`src/rtl/axi_lite_cmd_arbiter_if.sv`:
```
// Requester-side and master-side command signals of the AXI-Lite command arbiter.
// The slave modport belongs to the arbiter; the master modport drives it from outside.
interface axi_lite_cmd_arbiter_if #(
  parameter int unsigned NUM_REQ    = 4,
  parameter int unsigned ADDR_WIDTH = 32
);
  logic [NUM_REQ-1:0]            i_req_en;
  logic [NUM_REQ-1:0]            i_req_wr_rd;
  logic [NUM_REQ*ADDR_WIDTH-1:0] i_req_addr;
  logic [NUM_REQ*4-1:0]          i_req_byte_en;
  logic [NUM_REQ*32-1:0]         i_req_data;
  logic [NUM_REQ-1:0]            o_req_ack;
  logic [NUM_REQ-1:0]            o_req_error;
  logic [31:0]                   o_req_data;
  logic [NUM_REQ-1:0]            o_grant;
  logic                          o_cmd_en;
  logic                          o_cmd_wr_rd;
  logic [ADDR_WIDTH-1:0]         o_cmd_addr;
  logic [3:0]                    o_cmd_byte_en;
  logic [31:0]                   o_cmd_data_count;
  logic [31:0]                   o_cmd_data;
  logic                          i_cmd_ack;
  logic                          i_cmd_error;
  logic [31:0]                   i_cmd_data;

  modport slave (
    input  i_req_en, i_req_wr_rd, i_req_addr, i_req_byte_en, i_req_data,
    input  i_cmd_ack, i_cmd_error, i_cmd_data,
    output o_req_ack, o_req_error, o_req_data, o_grant,
    output o_cmd_en, o_cmd_wr_rd, o_cmd_addr, o_cmd_byte_en, o_cmd_data_count, o_cmd_data
  );

  modport master (
    output i_req_en, i_req_wr_rd, i_req_addr, i_req_byte_en, i_req_data,
    output i_cmd_ack, i_cmd_error, i_cmd_data,
    input  o_req_ack, o_req_error, o_req_data, o_grant,
    input  o_cmd_en, o_cmd_wr_rd, o_cmd_addr, o_cmd_byte_en, o_cmd_data_count, o_cmd_data
  );
endinterface

```
`src/rtl/axi_lite_cmd_arbiter.sv`:
```
// Grants one of NUM_REQ requesters the AXI-Lite master command port per four-phase handshake.
// Define AXI_CMD_ARB_FIXED_PRIORITY_EN for lowest-index-wins instead of round robin.
module axi_lite_cmd_arbiter #(
  parameter int unsigned NUM_REQ    = 4,
  parameter int unsigned ADDR_WIDTH = 32
) (
  input logic                   clk,
  input logic                   rst,
  axi_lite_cmd_arbiter_if.slave bus
);
  localparam int unsigned IdxW = $clog2(NUM_REQ);
  localparam logic [NUM_REQ-1:0] Lsb = {{(NUM_REQ-1){1'b0}}, 1'b1};

  typedef enum logic [1:0] {StIdle, StIssue, StResp} state_e;

  state_e                  state_q, state_d;
  logic [IdxW-1:0]         ptr_q, ptr_d, gidx_q, gidx_d, win_idx;
  logic                    win_found;
  logic [NUM_REQ-1:0]      grant_q, grant_d, ack_q, ack_d, err_q, err_d;
  logic                    cmd_en_q, cmd_en_d, wr_rd_q, wr_rd_d;
  logic [ADDR_WIDTH-1:0]   addr_q, addr_d;
  logic [3:0]              be_q, be_d;
  logic [31:0]             wdata_q, wdata_d, rdata_q, rdata_d;

  always_comb begin
    win_found = 1'b0;
    win_idx   = '0;
`ifdef AXI_CMD_ARB_FIXED_PRIORITY_EN
    for (int unsigned i = 0; i < NUM_REQ; i++) begin
      if (!win_found && bus.i_req_en[i]) begin
        win_found = 1'b1;
        win_idx   = IdxW'(i);
      end
    end
`else
    for (int unsigned i = 0; i < NUM_REQ; i++) begin
      int unsigned k;
      k = 32'(ptr_q) + i;
      if (k >= NUM_REQ) k = k - NUM_REQ;
      if (!win_found && bus.i_req_en[k]) begin
        win_found = 1'b1;
        win_idx   = IdxW'(k);
      end
    end
`endif
  end

  always_comb begin
    state_d  = state_q;
    ptr_d    = ptr_q;
    gidx_d   = gidx_q;
    grant_d  = grant_q;
    ack_d    = ack_q;
    err_d    = err_q;
    cmd_en_d = cmd_en_q;
    wr_rd_d  = wr_rd_q;
    addr_d   = addr_q;
    be_d     = be_q;
    wdata_d  = wdata_q;
    rdata_d  = rdata_q;
    unique case (state_q)
      StIdle: begin
        if (win_found) begin
          state_d  = StIssue;
          gidx_d   = win_idx;
          grant_d  = Lsb << win_idx;
          cmd_en_d = 1'b1;
          wr_rd_d  = bus.i_req_wr_rd[win_idx];
          addr_d   = bus.i_req_addr[32'(win_idx)*ADDR_WIDTH +: ADDR_WIDTH];
          be_d     = bus.i_req_byte_en[32'(win_idx)*4 +: 4];
          wdata_d  = bus.i_req_data[32'(win_idx)*32 +: 32];
        end
      end
      StIssue: begin
        if (bus.i_cmd_ack) begin
          state_d  = StResp;
          rdata_d  = bus.i_cmd_data;
          ack_d    = Lsb << gidx_q;
          err_d    = bus.i_cmd_error ? (Lsb << gidx_q) : '0;
          cmd_en_d = 1'b0;
        end
      end
      StResp: begin
        // Both sides must have released their half of the handshake.
        if (!bus.i_cmd_ack && !bus.i_req_en[gidx_q]) begin
          state_d = StIdle;
          ack_d   = '0;
          err_d   = '0;
          grant_d = '0;
          ptr_d   = (gidx_q == IdxW'(NUM_REQ - 1)) ? '0 : gidx_q + IdxW'(1);
        end
      end
      default: state_d = StIdle;
    endcase
  end

  always_ff @(posedge clk or posedge rst) begin
    if (rst) begin
      state_q  <= StIdle;
      ptr_q    <= '0;
      gidx_q   <= '0;
      grant_q  <= '0;
      ack_q    <= '0;
      err_q    <= '0;
      cmd_en_q <= 1'b0;
      wr_rd_q  <= 1'b0;
      addr_q   <= '0;
      be_q     <= '0;
      wdata_q  <= '0;
      rdata_q  <= '0;
    end else begin
      state_q  <= state_d;
      ptr_q    <= ptr_d;
      gidx_q   <= gidx_d;
      grant_q  <= grant_d;
      ack_q    <= ack_d;
      err_q    <= err_d;
      cmd_en_q <= cmd_en_d;
      wr_rd_q  <= wr_rd_d;
      addr_q   <= addr_d;
      be_q     <= be_d;
      wdata_q  <= wdata_d;
      rdata_q  <= rdata_d;
    end
  end

  assign bus.o_grant          = grant_q;
  assign bus.o_req_ack        = ack_q;
  assign bus.o_req_error      = err_q;
  assign bus.o_req_data       = rdata_q;
  assign bus.o_cmd_en         = cmd_en_q;
  assign bus.o_cmd_wr_rd      = wr_rd_q;
  assign bus.o_cmd_addr       = addr_q;
  assign bus.o_cmd_byte_en    = be_q;
  assign bus.o_cmd_data       = wdata_q;
  assign bus.o_cmd_data_count = 32'd1;
endmodule

```
`src/flat_wrapper.sv`:
```
// flat-port wrapper written by rule: the top's interface ports become plain ports
module axi_lite_cmd_arbiter_flat 
#(
  parameter int unsigned NUM_REQ    = 4,
  parameter int unsigned ADDR_WIDTH = 32
)
  (clk, rst, bus_i_req_en, bus_i_req_wr_rd, bus_i_req_addr, bus_i_req_byte_en, bus_i_req_data, bus_i_cmd_ack, bus_i_cmd_error, bus_i_cmd_data, bus_o_req_ack, bus_o_req_error, bus_o_req_data, bus_o_grant, bus_o_cmd_en, bus_o_cmd_wr_rd, bus_o_cmd_addr, bus_o_cmd_byte_en, bus_o_cmd_data_count, bus_o_cmd_data);
  axi_lite_cmd_arbiter_if #(.NUM_REQ(NUM_REQ), .ADDR_WIDTH(ADDR_WIDTH)) bus_i ();
  input logic clk;
  input logic rst;
  input wire logic [$bits(bus_i.i_req_en)-1:0] bus_i_req_en;
  input wire logic [$bits(bus_i.i_req_wr_rd)-1:0] bus_i_req_wr_rd;
  input wire logic [$bits(bus_i.i_req_addr)-1:0] bus_i_req_addr;
  input wire logic [$bits(bus_i.i_req_byte_en)-1:0] bus_i_req_byte_en;
  input wire logic [$bits(bus_i.i_req_data)-1:0] bus_i_req_data;
  input wire logic [$bits(bus_i.i_cmd_ack)-1:0] bus_i_cmd_ack;
  input wire logic [$bits(bus_i.i_cmd_error)-1:0] bus_i_cmd_error;
  input wire logic [$bits(bus_i.i_cmd_data)-1:0] bus_i_cmd_data;
  output wire logic [$bits(bus_i.o_req_ack)-1:0] bus_o_req_ack;
  output wire logic [$bits(bus_i.o_req_error)-1:0] bus_o_req_error;
  output wire logic [$bits(bus_i.o_req_data)-1:0] bus_o_req_data;
  output wire logic [$bits(bus_i.o_grant)-1:0] bus_o_grant;
  output wire logic [$bits(bus_i.o_cmd_en)-1:0] bus_o_cmd_en;
  output wire logic [$bits(bus_i.o_cmd_wr_rd)-1:0] bus_o_cmd_wr_rd;
  output wire logic [$bits(bus_i.o_cmd_addr)-1:0] bus_o_cmd_addr;
  output wire logic [$bits(bus_i.o_cmd_byte_en)-1:0] bus_o_cmd_byte_en;
  output wire logic [$bits(bus_i.o_cmd_data_count)-1:0] bus_o_cmd_data_count;
  output wire logic [$bits(bus_i.o_cmd_data)-1:0] bus_o_cmd_data;
  assign bus_i.i_req_en = bus_i_req_en;
  assign bus_i.i_req_wr_rd = bus_i_req_wr_rd;
  assign bus_i.i_req_addr = bus_i_req_addr;
  assign bus_i.i_req_byte_en = bus_i_req_byte_en;
  assign bus_i.i_req_data = bus_i_req_data;
  assign bus_i.i_cmd_ack = bus_i_cmd_ack;
  assign bus_i.i_cmd_error = bus_i_cmd_error;
  assign bus_i.i_cmd_data = bus_i_cmd_data;
  assign bus_o_req_ack = bus_i.o_req_ack;
  assign bus_o_req_error = bus_i.o_req_error;
  assign bus_o_req_data = bus_i.o_req_data;
  assign bus_o_grant = bus_i.o_grant;
  assign bus_o_cmd_en = bus_i.o_cmd_en;
  assign bus_o_cmd_wr_rd = bus_i.o_cmd_wr_rd;
  assign bus_o_cmd_addr = bus_i.o_cmd_addr;
  assign bus_o_cmd_byte_en = bus_i.o_cmd_byte_en;
  assign bus_o_cmd_data_count = bus_i.o_cmd_data_count;
  assign bus_o_cmd_data = bus_i.o_cmd_data;
  axi_lite_cmd_arbiter #(.NUM_REQ(NUM_REQ), .ADDR_WIDTH(ADDR_WIDTH)) u_core (.clk(clk), .rst(rst), .bus(bus_i));
endmodule
```
`config.mk`:
```
export PLATFORM = sky130hd
export DESIGN_NAME = axi_lite_cmd_arbiter_flat
export DESIGN_NICKNAME = d
export VERILOG_FILES = /design/src/rtl/axi_lite_cmd_arbiter_if.sv /design/src/rtl/axi_lite_cmd_arbiter.sv /design/src/flat_wrapper.sv
export SDC_FILE = /design/constraint.sdc
export NUM_CORES = 1
export LEC_CHECK = 0
export ABC_AREA = 1
export BUFFER_PORTS_ARGS = -buffer_cell sky130_fd_sc_hd__buf_2
export CAP_MARGIN = 20
export CORE_AREA = 2 2 178 180
export CTS_BUF_LIST = sky130_fd_sc_hd__clkbuf_8
export CTS_CLUSTER_DIAMETER = 150
export DETAILED_ROUTE_END_ITERATION = 8
export DIE_AREA = 0 0 180 182
export PLACE_DENSITY = 0.56
export SLEW_MARGIN = 15
export SYNTH_ARGS = -nofsm -noshare
export SYNTH_HDL_FRONTEND = slang
export SYNTH_SLANG_ARGS = --single-unit
```
`constraint.sdc`:
```
create_clock -name clk -period 3.5 [get_ports clk]
set_clock_uncertainty 0.15 [all_clocks]
set_input_delay 0.35 -clock clk [delete_from_list [all_inputs] [get_ports clk]]
set_output_delay 0.35 -clock clk [all_outputs]
set_load 0.05 [all_outputs]
```
==> impl_metrics.tcl, run 1 <==
set metrics [dict create \
    portBuffers 429 \
    clock_latency_ns 0.43 \
    async_reset_ff_frac 1.00 \
    post_cts_resized 0 \
    vias_per_cell 4.41 \
    synth_edf_count 0 \
    synth_warnings 0 \
    synth_cells 1285 \
    p_per_area_mw_per_mm2 1220 \
    fin_crit_sh 0.839 \
    dp.final_hpwl_um 22300 \
    crit_fanout 61 \
    yosysTopAreaCellShare 0.388 \
    syn_area_mm2 0.00803 \
    syn_area_per_cell_um2 6.25 \
    cp.required_ns 3.72 \
    critPathKind "reg -> reg" \
    fmax_mhz 340 \
    htree_levels 4 \
    clockBufferDepth 2 \
    routed_wl_um 30200 \
    dr.pass1.iters 5 \
    synth_cell_types 28 \
    numCtsBuffers 17 \
    synth_most_common_cell "nand2_1" \
    synth_area_leaders "nand2_1 39%, dfrtp_1 37%, nand3_1 9.7%" \
    maxCapViolCount 0 \
    ioPinCount 462 \
    pre_cts_ws_ns 0.538 \
    grt_pass1_wl_um 47700 \
    drc 0 \
    timing_hold_violations_final 0 \
    tns_ns 0 \
    synthTopCellsByCount "830 x nand2_1, 156 x nand3_1, 120 x dfrtp_1, 44 x buf_2, 36 x buf_4" \
    overflow 0 \
    gp_congestion 0.830 \
    seq_area_mm2 0.00300 \
    setup_viol 0 \
    clkTransAtPathRegs_ns 0.09 \
    initial_utilization 0.259 \
    cts_tree "built" \
    rsz0062_at_grt "false" \
    setup_slack_ns 0.562 \
    grt_usage 0.181 \
    drv_slew 0 \
    nets 2017 \
    worst_pin_slew_ns 0.963 \
    yosys_register_bits 120 \
    die_area_mm2 0.0328 \
    slew_headroom 0.357 \
    post-cts-setup-buffers 0 \
    grt_max_degree 139 \
    root_buffer "clkbuf_8" \
    vdd_drop_max_uv 618 \
    seq_area_frac_synth 0.374 \
    period_needed_ns 2.94 \
    ys.flop_type "dfrtp_1" \
    status "complete, no violations" \
    drt_iter0_drc 464 \
    num_rows 65 \
    syn_to_final_growth_pct 36.9 \
    multiInputGateArea_mm2 0.00434 \
    diodes 0 \
    route.vias.total 9304 \
    fillers 3439 \
    p_leak_nw 6.83 \
    antenna_found_initial 0 \
    chipHeight_um 182 \
    first_global_vias 9066 \
    antenna_left 0 \
    clock_sinks 120 \
    drive_gt1_frac 0.292 \
    worstSetupStartpointType "flop" \
    core-area_mm2 0.0310 \
    endpoint_kind "flop" \
    min_path_type "in -> reg" \
    die_x_um 180 \
    yosys.area.top_type "nand2_1" \
    cp.arrival_ns 3.16 \
    wl_per_cell_um 14.3 \
]
==> critical path: stages (launching register included) <==
cell     delay [ns]
dfrtp_1        0.64
inv_2          0.16
nand2_1        0.13
nand3_2        0.08
nand2_2        0.12
nor2_1         0.08
nor2_2         0.12
nand2_4        0.21
nand2_4        0.40
buf_12         0.29
nand2_1        0.12
nand2_1        0.07
nand2_1        0.05
nand2_1        0.07
nand2_1        0.05
nand2_1        0.06
==> flip-flops by register name, summed over array words and instances, names as in the netlist <==
name	flops
u_core.bus.o_cmd_byte_en	4
u_core.bus.o_req_ack	4
u_core.bus.o_cmd_addr	32
u_core.bus.o_req_data	32
u_core.bus.o_cmd_en	1
u_core.bus.o_grant	4
u_core.gidx_q	2
u_core.ptr_q	2
u_core.state_q	2
u_core.bus.o_req_error	4
u_core.bus.o_cmd_wr_rd	1
u_core.bus.o_cmd_data	32
==> final cells by class <==
cell class                 count  area share
clock buffer                  17      0.0213
tap                          402      0.0457
sequential                   120       0.273
clock inverter                15      0.0137
timing repair buffer         478       0.245
multi-input combinational   1062       0.395
inverter                      18     0.00649
==> stage by stage <==
stage	hold slack (ns)	cell area, um^2	cells	utilization	power [mW]
after detailed placement	0.309	10300	2046	0.331	12.3
after global routing	0.0293	11000	2112	0.355	14.8
final	0.0575	11000	2112	0.355	13.4
after floorplan	0.310	8150	1315	-	10.2
after global placement	0.308	10300	2046	0.331	12.3
after CTS	0.0151	11000	2111	0.354	13.7
==> per-layer routing <==
metal,wire length [um],up-vias,global-route usage
met5,0,-,0
met4,632,0,0.0530
li1,-,4728,-
met2,14900,336,0.322
met3,1800,35,0.0355
met1,12900,4205,0.220
==> power breakdown <==
group	internal, mW	total, mW	switching (mW)	leakage [nW]
logic	2.56	9.76	7.20	5.13
registers	2.06	2.41	0.356	1.51
clock network	0.530	1.27	0.739	0.186
total	5.15	13.4	8.30	6.83
==> final timing paths <==
check / cells past startpoint / slack, ns / from / endpoint
setup / recovery: 15 / 0.56 / u_core.ptr_q[0] / u_core.bus.o_cmd_byte_en[2]
hold / removal: 4 / 0.06 / bus_i_cmd_ack / u_core.state_q[0]
setup reg to reg: 15 / 0.56 / u_core.ptr_q[0] / u_core.bus.o_cmd_byte_en[2]
hold reg to reg: 2 / 0.33 / u_core.bus.o_cmd_data[12] / u_core.bus.o_cmd_data[12]
max in group asynchronous: 4 / 1.93 / rst / u_core.bus.o_cmd_data[26]
min in group asynchronous: 3 / 0.49 / rst / u_core.bus.o_cmd_addr[16]
==> what timing repair did <==
action,4_1_cts,5_1_grt
setup endpoints to repair,0,0
endpoints found under the hold margin,66,0
hold buffers,33,0
==> placed cells by master (no fill, tap or decap), types with 4 or more instances in the layout <==
cell             n
nand2_1        830
buf_2          429
nand3_1        155
dfrtp_1        120
dlygate4sd3_1   33
conb_1          32
clkbuf_8        17
inv_1           11
o21ai_0          9
buf_4            9
nand2_2          7
inv_6            6
buf_12           6
inv_2            5
nor2_1           4
a21oi_1          4
clkinvlp_4       4
ha_1             4
==> kinds of logic (layout without fill, tap and decap cells) <==
group | count (synthesis) | count (layout) | synth area share
AND/OR/NAND/NOR | 1007 | 1007 | 0.504
buffers and inverters | 133 | 528 | 0.102
flip-flops | 120 | 120 | 0.374
AO/OA/AOI/OAI | 19 | 19 | 0.0128
adder cells (fa/ha/maj) | 4 | 4 | 0.00623
other | 2 | 32 | 0.000935
Note: power is estimated with default switching activity, not from simulation.
==> inputs of run 2 (changes only) <==
Settings changed: PLACE_DENSITY 0.56 to 0.54.
Clock period 3.5 ns to 2.9 ns, I/O delays scaled along.
==> run 2 against run 1 <==
Compared with the run above:
- worst setup slack got worse by 0.19 ns
- sequential power grew 22%
- via count decreased by 0.12%
- combinational power up 22%
- non-clock buffer count up 6
- count of clock-buffer cells in the layout did not move
- routed wire length is 0.99% higher
- largest power group unchanged
- highest routed layer is now met5
==> impl_metrics.tcl, run 2 (synthesized netlist as in run 1, its figures left out) <==
set metrics [dict create \
    clock_sinks 120 \
    grt-busiest-layer "met2" \
    num_rows 65 \
    antenna_found_initial 5 \
    cts_tree "built" \
    portBuffers 429 \
    final_common_cell "nand2_1" \
    drv_slew 0 \
    syn_to_final_growth_pct 38.3 \
    drive_gt1_frac 0.294 \
    die_area_mm2 0.0328 \
    overflow 0 \
    slew_headroom 0.429 \
    path_common_cell "nand2_1" \
    timing_hold_violations_final 0 \
    final_cell_mix "830 x nand2_1, 429 x buf_2, 155 x nand3_1" \
    die_x_um 180 \
    vias_per_cell 4.38 \
    dr.pass1.iters 7 \
    cpPeakStageDelay_ns 0.53 \
    grt_use_met1 0.212 \
    clkTransAtPathRegs_ns 0.10 \
    routed_wl_um 30500 \
    grt_use_met2 0.345 \
    endpoint_kind "flop" \
    gp_congestion 0.838 \
    critPathKind "reg -> reg" \
    dp.final_hpwl_um 22500 \
    initial_utilization 0.259 \
    postLayoutCoreUtil 0.358 \
    grt_pass1_wl_um 48200 \
    status "complete, no violations" \
    numCtsBuffers 17 \
    vdd_drop_max_uv 716 \
    grt_max_degree 90 \
    clockBufferDepth 2 \
    period_needed_ns 2.52 \
    gr-usage-met3 0.0327 \
    grt_usage 0.183 \
    crit_fanout 89 \
    core-area_mm2 0.0310 \
    holdWs_ns 0.0718 \
    p_per_area_mw_per_mm2 1480 \
    worst_pin_slew_ns 0.854 \
    root_buffer "clkbuf_8" \
    clock_latency_ns 0.43 \
    fin_crit_sh 0.870 \
    route.vias.total 9293 \
    first_global_vias 9258 \
    fmax_mhz 396 \
    maxCapViolCount 0 \
    min_path_type "in -> reg" \
    drt_iter0_drc 486 \
    post-cts-setup-buffers 0 \
    path_cells "inv_2 -> nand2_1 -> nand2_1 -> nand2_1 -> nand2_1 -> nor2_4 -> nand3_2 -> nand2_4 -> buf_12 -> nand3_1 -> nand2_1 -> nand2_1 -> nand2_1 -> nand2_1 -> nand2_1" \
    htree_levels 4 \
    cp.required_ns 3.14 \
    antenna_left 0 \
    tns_ns 0 \
    nets 2023 \
    worstSetupStartpointType "flop" \
    r2r_setup_slack_ns 0.38 \
    drc 0 \
    setup_viol 0 \
    cp.arrival_ns 2.76 \
    ioPinCount 462 \
    rsz0062_at_grt "false" \
    chipHeight_um 182 \
    wl_per_cell_um 14.4 \
    p_leak_nw 6.88 \
    crit_slowest_cell "dfrtp_2" \
]
==> run 2: cell count changes in the layout (fill, tap and decap cells not counted), moves of 2 or more <==
cell | previous run | this run
dlygate4sd3_1 | 33 | 35
inv_8 | 3 | 5
buf_12 | 6 | 8
buf_4 | 9 | 11
diode_2 | 0 | 2
inv_6 | 6 | 4
==> run 2: area by class of cell <==
cell class	instances	area, um^2
clock inverters	15	178
diodes	2	5.00
inverters	18	71.3
repair buffers	484	2770
fillers	3366	19900
flip-flops and latches	120	3000
well taps	402	503
multi-input cells	1062	4340
clock buffers	17	234
==> run 2: timing repair <==
| action | in CTS | in global routing |
|---|---|---|
| endpoints found under the setup margin | 0 | 28 |
| gates resized for setup | 0 | 1 |
| hold buffers | 35 | 0 |
| endpoints found under the hold margin | 68 | 0 |
==> run 2: path summary, 6_finish.rpt <==
path                                      startpoint                           to  cells after the start
setup / recovery                     u_core.ptr_q[0]  u_core.bus.o_cmd_byte_en[3]                     15
hold / removal                    bus_i_req_addr[87]    u_core.bus.o_cmd_addr[23]                      7
setup reg to reg                     u_core.ptr_q[0]  u_core.bus.o_cmd_byte_en[3]                     15
hold reg to reg            u_core.bus.o_req_data[17]    u_core.bus.o_req_data[17]                      2
max in group asynchronous                        rst    u_core.bus.o_cmd_data[30]                      4
min in group asynchronous                        rst    u_core.bus.o_cmd_addr[27]                      3
==> run 2: critical path: cells and delay by family, from the launching register on <==
family / cells / cell delay [ns]
AND/OR/NAND/NOR: 13 / 1.29
buffers and inverters: 2 / 0.38
flip-flops: 1 / 0.53
==> run 2: layer usage <==
| layer | share of wire | up-vias | wire length, um |
|---|---|---|---|
| li1 | - | 4743 | - |
| met4 | 0.018 | 4 | 544 |
| met1 | 0.41 | 4184 | 12500 |
| met5 | 0.00069 | - | 21 |
| met3 | 0.056 | 32 | 1700 |
| met2 | 0.51 | 330 | 15700 |
==> run 2: stage by stage <==
| stage | setup slack, ns | cell area [um^2] | cells | power [mW] |
|---|---|---|---|---|
| final | 0.376 | 11100 | 2120 | 16.5 |
| after global routing | 0.101 | 11100 | 2120 | 18.1 |
| after CTS | 0.235 | 11100 | 2117 | 16.7 |
| after detailed placement | 0.269 | 10300 | 2050 | 15.0 |
| after global placement | 0.319 | 10300 | 2050 | 14.9 |
| after floorplan | 0.944 | 8150 | 1315 | 12.3 |
==> run 2: power by group <==
group	switching, mW	total, mW	internal (mW)
sequential	0.458	2.94	2.49
combinational	8.67	11.9	3.22
clock	0.888	1.62	0.732
total	10.0	16.5	6.44
